## src/rtl/imem_fetch_ctrl_pkg.sv

```systemverilog
// fetch_pkg: shared state encodings, defaults and PC check
// for the imem_fetch_ctrl instruction-fetch sequencer.
package fetch_pkg;

  typedef enum logic [1:0] {
    ST_IDLE  = 2'd0,
    ST_RUN   = 2'd1,
    ST_HALT  = 2'd2,
    ST_FAULT = 2'd3
  } fetch_state_e;

  localparam logic [31:0] DEF_HALT_WORD = 32'h0000_000D;
  localparam logic [31:0] DEF_RESET_PC  = 32'h0000_0000;

  function automatic logic pc_legal(
    input logic [31:0] pc,
    input int unsigned words
  );
    logic [31:0] lim;
    lim = 32'(words) << 2;
    return (pc[1:0] == 2'b00) && (pc < lim);
  endfunction

endpackage

```

## src/rtl/imem_fetch_ctrl_if.sv

```systemverilog
// imem_fetch_ctrl_if: one-entry instruction slot handed
// from fetch (master) to decode (slave) via valid/ready.
interface imem_fetch_ctrl_if;

  logic        instr_valid;
  logic        instr_ready;
  logic [31:0] instr_out;
  logic [31:0] instr_pc;

  modport master (
    output instr_valid,
    output instr_out,
    output instr_pc,
    input  instr_ready
  );

  modport slave (
    input  instr_valid,
    input  instr_out,
    input  instr_pc,
    output instr_ready
  );

endinterface

```

## src/rtl/imem_fetch_ctrl_perf.sv

```systemverilog
// fetch_perf_counters: saturating fetched/stall counters,
// only instantiated when FETCH_PERF_EN is defined.
module fetch_perf_counters (
  input  logic        clk,
  input  logic        rst_n,
  input  logic        fetch_inc,
  input  logic        stall_inc,
  output logic [31:0] perf_fetched,
  output logic [31:0] perf_stall
);

  logic [31:0] fetched_q, fetched_d;
  logic [31:0] stall_q, stall_d;

  // Increment each counter, sticking at all-ones.
  always_comb begin
    fetched_d = fetched_q;
    stall_d   = stall_q;
    if (fetch_inc && fetched_q != '1)
      fetched_d = fetched_q + 32'd1;
    if (stall_inc && stall_q != '1)
      stall_d = stall_q + 32'd1;
  end

  // Counter registers.
  always_ff @(posedge clk or negedge rst_n) begin
    if (!rst_n) begin
      fetched_q <= '0;
      stall_q   <= '0;
    end else begin
      fetched_q <= fetched_d;
      stall_q   <= stall_d;
    end
  end

  assign perf_fetched = fetched_q;
  assign perf_stall   = stall_q;

endmodule

```

## src/rtl/imem_fetch_ctrl.sv

```systemverilog
// imem_fetch_ctrl: PC owner and fetch sequencer feeding a
// one-entry slot. Optional macro: FETCH_PERF_EN (perf ports).
module imem_fetch_ctrl
  import fetch_pkg::*;
#(
  parameter logic [31:0] RESET_PC   = DEF_RESET_PC,
  parameter int unsigned IMEM_WORDS = 32,
  parameter logic [31:0] HALT_WORD  = DEF_HALT_WORD
) (
  input  logic        clk,
  input  logic        rst_n,
  input  logic        fetch_en,
  input  logic        redirect_valid,
  input  logic [31:0] redirect_pc,
  output logic [31:0] imem_addr,
  input  logic [31:0] imem_rdata,
  imem_fetch_ctrl_if.master dec,
`ifdef FETCH_PERF_EN
  output logic [31:0] perf_fetched,
  output logic [31:0] perf_stall,
`endif
  output logic        halted,
  output logic        fault
);

  fetch_state_e state_q, state_d;
  logic [31:0]  pc_q, pc_d;
  logic         valid_q, valid_d;
  logic [31:0]  out_q, out_d;
  logic [31:0]  ipc_q, ipc_d;
  logic         slot_free;

  assign slot_free = !valid_q || dec.instr_ready;

  // Next-state: redirect beats everything, then the
  // fault/halt/load/drain/stall chain on a free slot.
  always_comb begin
    state_d = state_q;
    pc_d    = pc_q;
    valid_d = valid_q;
    out_d   = out_q;
    ipc_d   = ipc_q;
    unique case (state_q)
      ST_IDLE: begin
        if (redirect_valid)
          pc_d = redirect_pc;
        if (fetch_en)
          state_d = ST_RUN;
      end
      ST_RUN: begin
        if (redirect_valid) begin
          valid_d = 1'b0;
          pc_d    = redirect_pc;
          if (!pc_legal(redirect_pc, IMEM_WORDS))
            state_d = ST_FAULT;
        end else if (slot_free && fetch_en) begin
          if (!pc_legal(pc_q, IMEM_WORDS)) begin
            state_d = ST_FAULT;
            valid_d = 1'b0;
          end else if (imem_rdata == HALT_WORD) begin
            state_d = ST_HALT;
            valid_d = 1'b0;
          end else begin
            out_d   = imem_rdata;
            ipc_d   = pc_q;
            valid_d = 1'b1;
            pc_d    = pc_q + 32'd4;
          end
        end else if (slot_free) begin
          valid_d = 1'b0;
        end
      end
      ST_HALT: ;
      ST_FAULT: ;
    endcase
  end

  // State, PC and output slot registers.
  always_ff @(posedge clk or negedge rst_n) begin
    if (!rst_n) begin
      state_q <= ST_IDLE;
      pc_q    <= RESET_PC;
      valid_q <= 1'b0;
      out_q   <= '0;
      ipc_q   <= '0;
    end else begin
      state_q <= state_d;
      pc_q    <= pc_d;
      valid_q <= valid_d;
      out_q   <= out_d;
      ipc_q   <= ipc_d;
    end
  end

  assign imem_addr       = pc_q;
  assign dec.instr_valid = valid_q;
  assign dec.instr_out   = out_q;
  assign dec.instr_pc    = ipc_q;
  assign halted          = (state_q == ST_HALT);
  assign fault           = (state_q == ST_FAULT);

`ifdef FETCH_PERF_EN
  logic load_w;
  logic stall_w;

  assign load_w = (state_q == ST_RUN)
               && !redirect_valid
               && slot_free && fetch_en
               && pc_legal(pc_q, IMEM_WORDS)
               && (imem_rdata != HALT_WORD);

  assign stall_w = (state_q == ST_RUN)
                && !redirect_valid
                && valid_q && !dec.instr_ready;

  fetch_perf_counters u_perf (
    .clk          (clk),
    .rst_n        (rst_n),
    .fetch_inc    (load_w),
    .stall_inc    (stall_w),
    .perf_fetched (perf_fetched),
    .perf_stall   (perf_stall)
  );
`endif

endmodule

```

## src/flat_wrapper.sv

```systemverilog
// flat-port wrapper written by rule: the top's interface ports become plain ports
module imem_fetch_ctrl_flat import fetch_pkg::*;
#(
  parameter logic [31:0] RESET_PC   = DEF_RESET_PC,
  parameter int unsigned IMEM_WORDS = 32,
  parameter logic [31:0] HALT_WORD  = DEF_HALT_WORD
)
  (clk, rst_n, fetch_en, redirect_valid, redirect_pc, imem_addr, imem_rdata, halted, fault, dec_instr_valid, dec_instr_out, dec_instr_pc, dec_instr_ready);
  imem_fetch_ctrl_if dec_i ();
  input  logic clk;
  input  logic rst_n;
  input  logic fetch_en;
  input  logic redirect_valid;
  input  logic [31:0] redirect_pc;
  output logic [31:0] imem_addr;
  input  logic [31:0] imem_rdata;
  output logic halted;
  output logic fault;
  output wire logic [$bits(dec_i.instr_valid)-1:0] dec_instr_valid;
  output wire logic [$bits(dec_i.instr_out)-1:0] dec_instr_out;
  output wire logic [$bits(dec_i.instr_pc)-1:0] dec_instr_pc;
  input wire logic [$bits(dec_i.instr_ready)-1:0] dec_instr_ready;
  assign dec_instr_valid = dec_i.instr_valid;
  assign dec_instr_out = dec_i.instr_out;
  assign dec_instr_pc = dec_i.instr_pc;
  assign dec_i.instr_ready = dec_instr_ready;
  imem_fetch_ctrl #(.RESET_PC(RESET_PC), .IMEM_WORDS(IMEM_WORDS), .HALT_WORD(HALT_WORD)) u_core (.clk(clk), .rst_n(rst_n), .fetch_en(fetch_en), .redirect_valid(redirect_valid), .redirect_pc(redirect_pc), .imem_addr(imem_addr), .imem_rdata(imem_rdata), .dec(dec_i), .halted(halted), .fault(fault));
endmodule
```

## config.mk

```make
export PLATFORM = sky130hd
export DESIGN_NAME = imem_fetch_ctrl_flat
export DESIGN_NICKNAME = d
export VERILOG_FILES = /design/src/rtl/imem_fetch_ctrl_pkg.sv /design/src/rtl/imem_fetch_ctrl_if.sv /design/src/rtl/imem_fetch_ctrl_perf.sv /design/src/rtl/imem_fetch_ctrl.sv /design/src/flat_wrapper.sv
export SDC_FILE = /design/constraint.sdc
export NUM_CORES = 1
export LEC_CHECK = 0
export ABC_AREA = 1
export BUFFER_PORTS_ARGS = -buffer_cell sky130_fd_sc_hd__buf_2
export CORE_UTILIZATION = 51
export DETAILED_ROUTE_END_ITERATION = 7
export PLACE_DENSITY = 0.89
export SYNTH_ARGS = -nofsm -noshare
export SYNTH_HDL_FRONTEND = slang
export SYNTH_SLANG_ARGS = --single-unit
```

## constraint.sdc

```tcl
create_clock -name clk -period 2 [get_ports clk]
set_clock_uncertainty 0.05 [all_clocks]
set_input_delay 0.2 -clock clk [delete_from_list [all_inputs] [get_ports clk]]
set_output_delay 0.2 -clock clk [all_outputs]
set_load 0.03 [all_outputs]
```

**Yosys cells after proc, flatten, opt, wreduce, memory -nomap -nowiden**

Index checks and enable logic that the tools add are counted.

- Register bits after elaboration: 99
- Input bits: 69
- Output and inout bits: 99
- Word-level logic and storage cells: 53

- $add $sub $neg: 1
- $lt $le $gt $ge: 2
- Eq/ne operators: 11
- Multiplexer cells: 18
- Bitwise logic cells: 2
- Reduce and logical (&&, ||, !) cells: 14

Operators with widths:

| operator | number |
|---|---|
| 32-bit two-way mux | 5 |
| 32-bit by 8-bit < comparator with 1-bit output (second input constant) | 2 |
| 32-bit one-hot mux with 2 select lines | 1 |
| 32-bit by 3-bit adder with 32-bit output (second input constant) | 1 |
| 32-bit by 4-bit equality test with 1-bit output (second input constant) | 1 |
| 5-bit AND reduction | 3 |
| 2-bit two-way mux | 6 |
| 2-bit zero test | 3 |
| 3-bit by 2-bit != test with 1-bit output (second input constant) | 2 |
| 3-bit != test (second input constant) | 2 |
| 1-bit two-way mux | 5 |
| 2-bit equality test (second input constant) | 2 |
| 2-bit != test (second input constant) | 2 |
| 4-bit != test (second input constant) | 1 |
| 2-bit one-hot mux with 2 select lines | 1 |
| 1-bit logical AND | 3 |
| 3-bit nonzero test | 1 |
| 2-bit by 1-bit equality test with 1-bit output (second input constant) | 1 |
| 1-bit inverter | 2 |
| 2-bit AND reduction | 1 |
| 2-bit nonzero test | 1 |
| 1-bit zero test | 1 |
| 1-bit logical OR | 1 |

**Longest topological paths before layout**

- Depth in word-level cells: 6
- Gate-level depth with buffers: 13
- Mapped depth without buffers: 11

**Least setup slack after synthesis**

OpenSTA, ideal clock, no wires.

- Kind: register to register
- Start point: reg u_core.pc_q[2] (netlist: u_core.imem_addr[2])
- End point: reg u_core.pc_q[14] (netlist: u_core.imem_addr[14])
- Setup time: 127 ps
- Arrival: 1676 ps
- Data required time: 1823 ps
- Path slack: 148 ps
- Stages on the path, launching flop included: 11
- Path buffers: 0
- Clock period less this slack: 1852 ps
- Cell sequence: dfrtp_1 ha_1 nand3_1 inv_2 nand2_1 nor2_1 nand3_1 inv_1 nor2_1 nand2_1 o21ai_0

- Cells in the longest elaborated chain, start to end: 6
- Elaborated cells between the ends (all ways): 10
- Classes of those cells: add/sub (1); order compare (1); eq/ne (1); mux (5); reduce/logical (2)

Ends and longest elaborated chain:

| item | line | text |
|---|---|---|
| from (decl) | imem_fetch_ctrl.sv:27 | `logic [31:0] pc_q, pc_d;` |
| from (signal assigned) | imem_fetch_ctrl.sv:88 | `pc_q <= pc_d;` |
| 32-bit by 3-bit adder with 32-bit output | imem_fetch_ctrl.sv:67 | `pc_d = pc_q + 32'd4;` |
| 32-bit two-way mux | imem_fetch_ctrl.sv:60 | `end else if (imem_rdata == HALT_WORD) begin` |
| 32-bit two-way mux | imem_fetch_ctrl.sv:57 | `if (!pc_legal(pc_q, IMEM_WORDS)) begin` |
| 32-bit two-way mux | imem_fetch_ctrl.sv:56 | `end else if (slot_free && fetch_en) begin` |
| 32-bit two-way mux | imem_fetch_ctrl.sv:51 | `if (redirect_valid) begin` |
| 32-bit one-hot mux with 2 select lines | imem_fetch_ctrl.sv:43 | `unique case (state_q)` |

Several ways; a longest one is shown, not always the timed one. The select of a mux whose other input is x is not followed.
A chain may end at the register's enable or synchronous reset.

**Final worst setup path**

- Start point: reg u_core.state_q[1]
- End point: reg u_core.pc_q[14] (netlist: u_core.imem_addr[14])

- Cells in the longest elaborated chain, start to end: 3
- Elaborated cells between the ends (all ways): 9
- Classes of those cells: eq/ne (5); mux (1); reduce/logical (3)

Ends and longest elaborated chain:

| item | line | text |
|---|---|---|
| from (decl) | imem_fetch_ctrl.sv:26 | `fetch_state_e state_q, state_d;` |
| from (signal assigned) | imem_fetch_ctrl.sv:87 | `state_q <= state_d;` |
| 2-bit by 1-bit equality test with 1-bit output / 2-bit zero test (equally long branches) | imem_fetch_ctrl.sv:43 |  |
| 3-bit by 2-bit != test with 1-bit output (no source line), or another cell as far along | -- |  |
| 5-bit AND reduction (no source line) | -- |  |

Several ways; a longest one is shown, not always the timed one.

==> impl_metrics.toml <==
[yosys]
synth.distinct_cells = 27
syn_area_per_cell_um2 = 7.19
ys_async_sr_fraction_pct = 100
yosys_warnings = 0
synth-seq-cells = 99
synth_nets = 788
syn_area_mm2 = 0.00516
synth_flop_cell = "dfrtp_1"
yosysTopAreaCell = "dfrtp_1"
yosysSeqAreaShare_pct = 48.0
netlist_top_cells_area = "dfrtp_1, nand2_1, nand3_1"
synth_edf_count = 0
synth_cells = 718
yosysTopAreaCellShare_pct = 48.0

[setup_path]
slowest_delay_ns = 0.43
cp_max_fo = 29
required_ns = 2.22
slowest_stage = "dfrtp_1"
cp.arrival_ns = 2.06
cp_top_family = "simple AND/OR/NAND/NOR gates"
end_kind = "flop"
ff2ff_setup_slack_ns = 0.16
cp_cell_sequence = "inv_2 -> nand2_2 -> nor2_4 -> nand3_1 -> nand2_1 -> nor2_1 -> buf_4 -> o21ai_0"
worstSetupPathType = "flop to flop"
startpoint_type = "flop"
path_buf_inv = 2

[clock_tree]
clk_pin_slew_worst_paths_ns = 0.10
clockBufferDepth = 2
cts_buffers = 9
clock_sinks = 99
clockRootBuffer = "clkbuf_8"
h-tree-depth = 3
clk_latency_ns = 0.37
cts_tree = "yes"

[run]
maxCapViolations = 0

[die]
ioPinCount = 168
fp.dieArea_mm2 = 0.0105
start_util_pct = 52.8
dieHeight_um = 103
core_mm2 = 0.00977
dieWidth_um = 103
rows = 36

[final_layout]
nFillCells = 835
postLayoutCellArea_mm2 = 0.00655
area_growth_pct = 27.0
drive_gt1_share_pct = 26.6
nets = 975
stdcell_count = 1043
regArea_mm2 = 0.00248
multiInputGateArea_mm2 = 0.00225
antenna_cells = 0

[placed_design]
place.detailed.hpwl_mm = 11.3
port_buffers = 167
pre_cts_ws_ns = 0.0610
placed_area_mm2 = 0.00625
dp.cells = 1020
gp_congestion = 0.941

[sta]
min_period_ns = 1.84
worst_slack_ns = 0.156
fin_setup_tns_ns = 0
fmax_ghz = 0.542
final_hold_viol_count = 0
worstMarginPinSlew_ns = 0.369
rsz0062_at_grt = "false"
fin_crit_sh_pct = 92.2
finalMaxSlewViolations = 0
max-slew-margin-rel_pct = 75.3
setup_viol = 0

[global_routing]
grt_pass1_wl_mm = 23.2
grt_overflow = 0
grt_max_degree = 65
grt_usage_pct = 28.8
antenna_found_initial = 0
grt_pass1_vias = 4903

[drt]
wirelength_mm = 15.0
drt_iter0_markers = 351
ant_nets = 0
drt_pass1_iterations = 5
vias_per_cell = 5.17
remaining_drc_errors = 0
vias = 5393
wire_per_inst_um = 14.3

[power_and_ir_drop]
leakage_nw = 3.84
total_power_mw = 3.96
ir_worst_vdd_uv = 398
power_density_mw_per_mm2 = 604

[outcome]
outcome = "completed"

[hold_path]
hold_class = "primary input to flop"
-- through the flow --
stage	hold WS [ns]	utilization (%)
CTS	0.000945	66.4
floorplan	-0.146	-
finish	0.0223	67.0
detailed placement	-0.0368	64.0
global route	0.0171	67.0
global placement	-0.0394	64.0
-- final cells by class --
class | count | area share (%)
inverter | 69 | 3.95
clock inverter | 7 | 1.30
tap | 133 | 2.54
multi-input combinational | 523 | 34.4
clock buffer | 9 | 1.89
sequential | 99 | 37.9
timing repair buffer | 203 | 18.1
-- final timing paths --
check	startpoint	end	cells past startpoint
min in group asynchronous	rst_n	u_core.dec.instr_out[20]$_DFFE_PN0P_	2
setup reg to reg	u_core.state_q[1]$_DFFE_PN0P_	u_core.imem_addr[14]$_DFFE_PN0P_	8
setup / recovery	u_core.state_q[1]$_DFFE_PN0P_	u_core.imem_addr[14]$_DFFE_PN0P_	8
hold / removal	imem_rdata[4]	u_core.dec.instr_out[4]$_DFFE_PN0P_	3
hold reg to reg	u_core.dec.instr_pc[13]$_DFFE_PN0P_	u_core.dec.instr_pc[13]$_DFFE_PN0P_	2
max in group asynchronous	rst_n	u_core.imem_addr[3]$_DFFE_PN0P_	3
-- worst min-delay path, cell delays in order --
cell and delay, ns:
buf_2 0.08, nand3_1 0.06, nand2_1 0.06
-- per-layer routing --
| metal | GRT usage (%) | wire length, µm | vias up | share of wire, % |
|---|---|---|---|---|
| met5 | 0 | 0 | - | 0 |
| li1 | - | - | 2596 | - |
| met1 | 36.2 | 6050 | 2491 | 40 |
| met3 | 5.63 | 1280 | 35 | 8.5 |
| met4 | 11.4 | 450 | 0 | 3.0 |
| met2 | 48.8 | 7180 | 271 | 48 |
-- layout by cell type (no fill, tap or decap) --
cell type	synthesis	routed
clkinvlp_4	0	1
clkbuf_16	0	1
mux2i_1	1	1
nor2_1	110	108
buf_12	0	4
a21o_1	1	1
nand3_1	83	83
clkbuf_8	0	9
a21oi_1	12	12
dfrtp_1	99	94
nor2_2	2	4
xnor2_1	1	1
buf_2	9	166
nand4_1	3	3
inv_8	0	3
or2_2	9	9
nand2_2	1	2
clkinv_4	0	1
clkinv_2	0	1
and2_1	2	2
o22ai_1	7	7
nand3_2	1	1
o21ai_1	1	1
buf_4	4	29
nand2_1	260	259
nand3b_1	7	7
inv_1	65	65
dlygate4sd3_1	0	3
xor2_1	3	3
inv_2	4	4
bufinv_16	0	1
dfrtp_2	0	5
ha_1	1	1
nor2_4	1	1
o21ai_0	17	17
-- cells by family (layout without fill, tap and decap cells) --
logic type                 after synthesis  after routing  synth area share (%)
and+or+nand+nor                        479            479                  38.5
DFF                                     99             99                  48.0
buffers and inverters                   96            288                  8.51
AOI/OAI and AO/OA                       38             38                  3.90
xor gates and xnor gates                 4              4                 0.679
adders and majority gates                1              1                 0.242
muxes                                    1              1                 0.194
-- cell usage after synthesis, types with 7 or more instances --
cell,count
nand3b_1,7
nand2_1,260
buf_6,7
inv_1,65
nand3_1,83
or2_2,9
nor2_1,110
clkbuf_1,7
a21oi_1,12
o21ai_0,17
o22ai_1,7
dfrtp_1,99
buf_2,9
-- flip-flops by register name, indices dropped and copies added (netlist names) --
signal / count
u_core.dec.instr_out: 32
u_core.dec.instr_valid: 1
u_core.dec.instr_pc: 32
u_core.state_q: 2
u_core.imem_addr: 32
-- what timing repair did --
| action | CTS | global route |
|---|---|---|
| setup buffers | 0 | 3 |
| hold buffers | 3 | 0 |
| gates resized for setup | 0 | 7 |
| hold endpoints to repair | 101 | 0 |
| endpoints found under the setup margin | 0 | 69 |
-- power by group --
part	internal (mW)	switching, mW
sequential	2.04	0.0457
combinational	0.191	0.329
clock	0.604	0.745
total	2.84	1.12
Note: power is estimated with default switching activity, not from simulation.
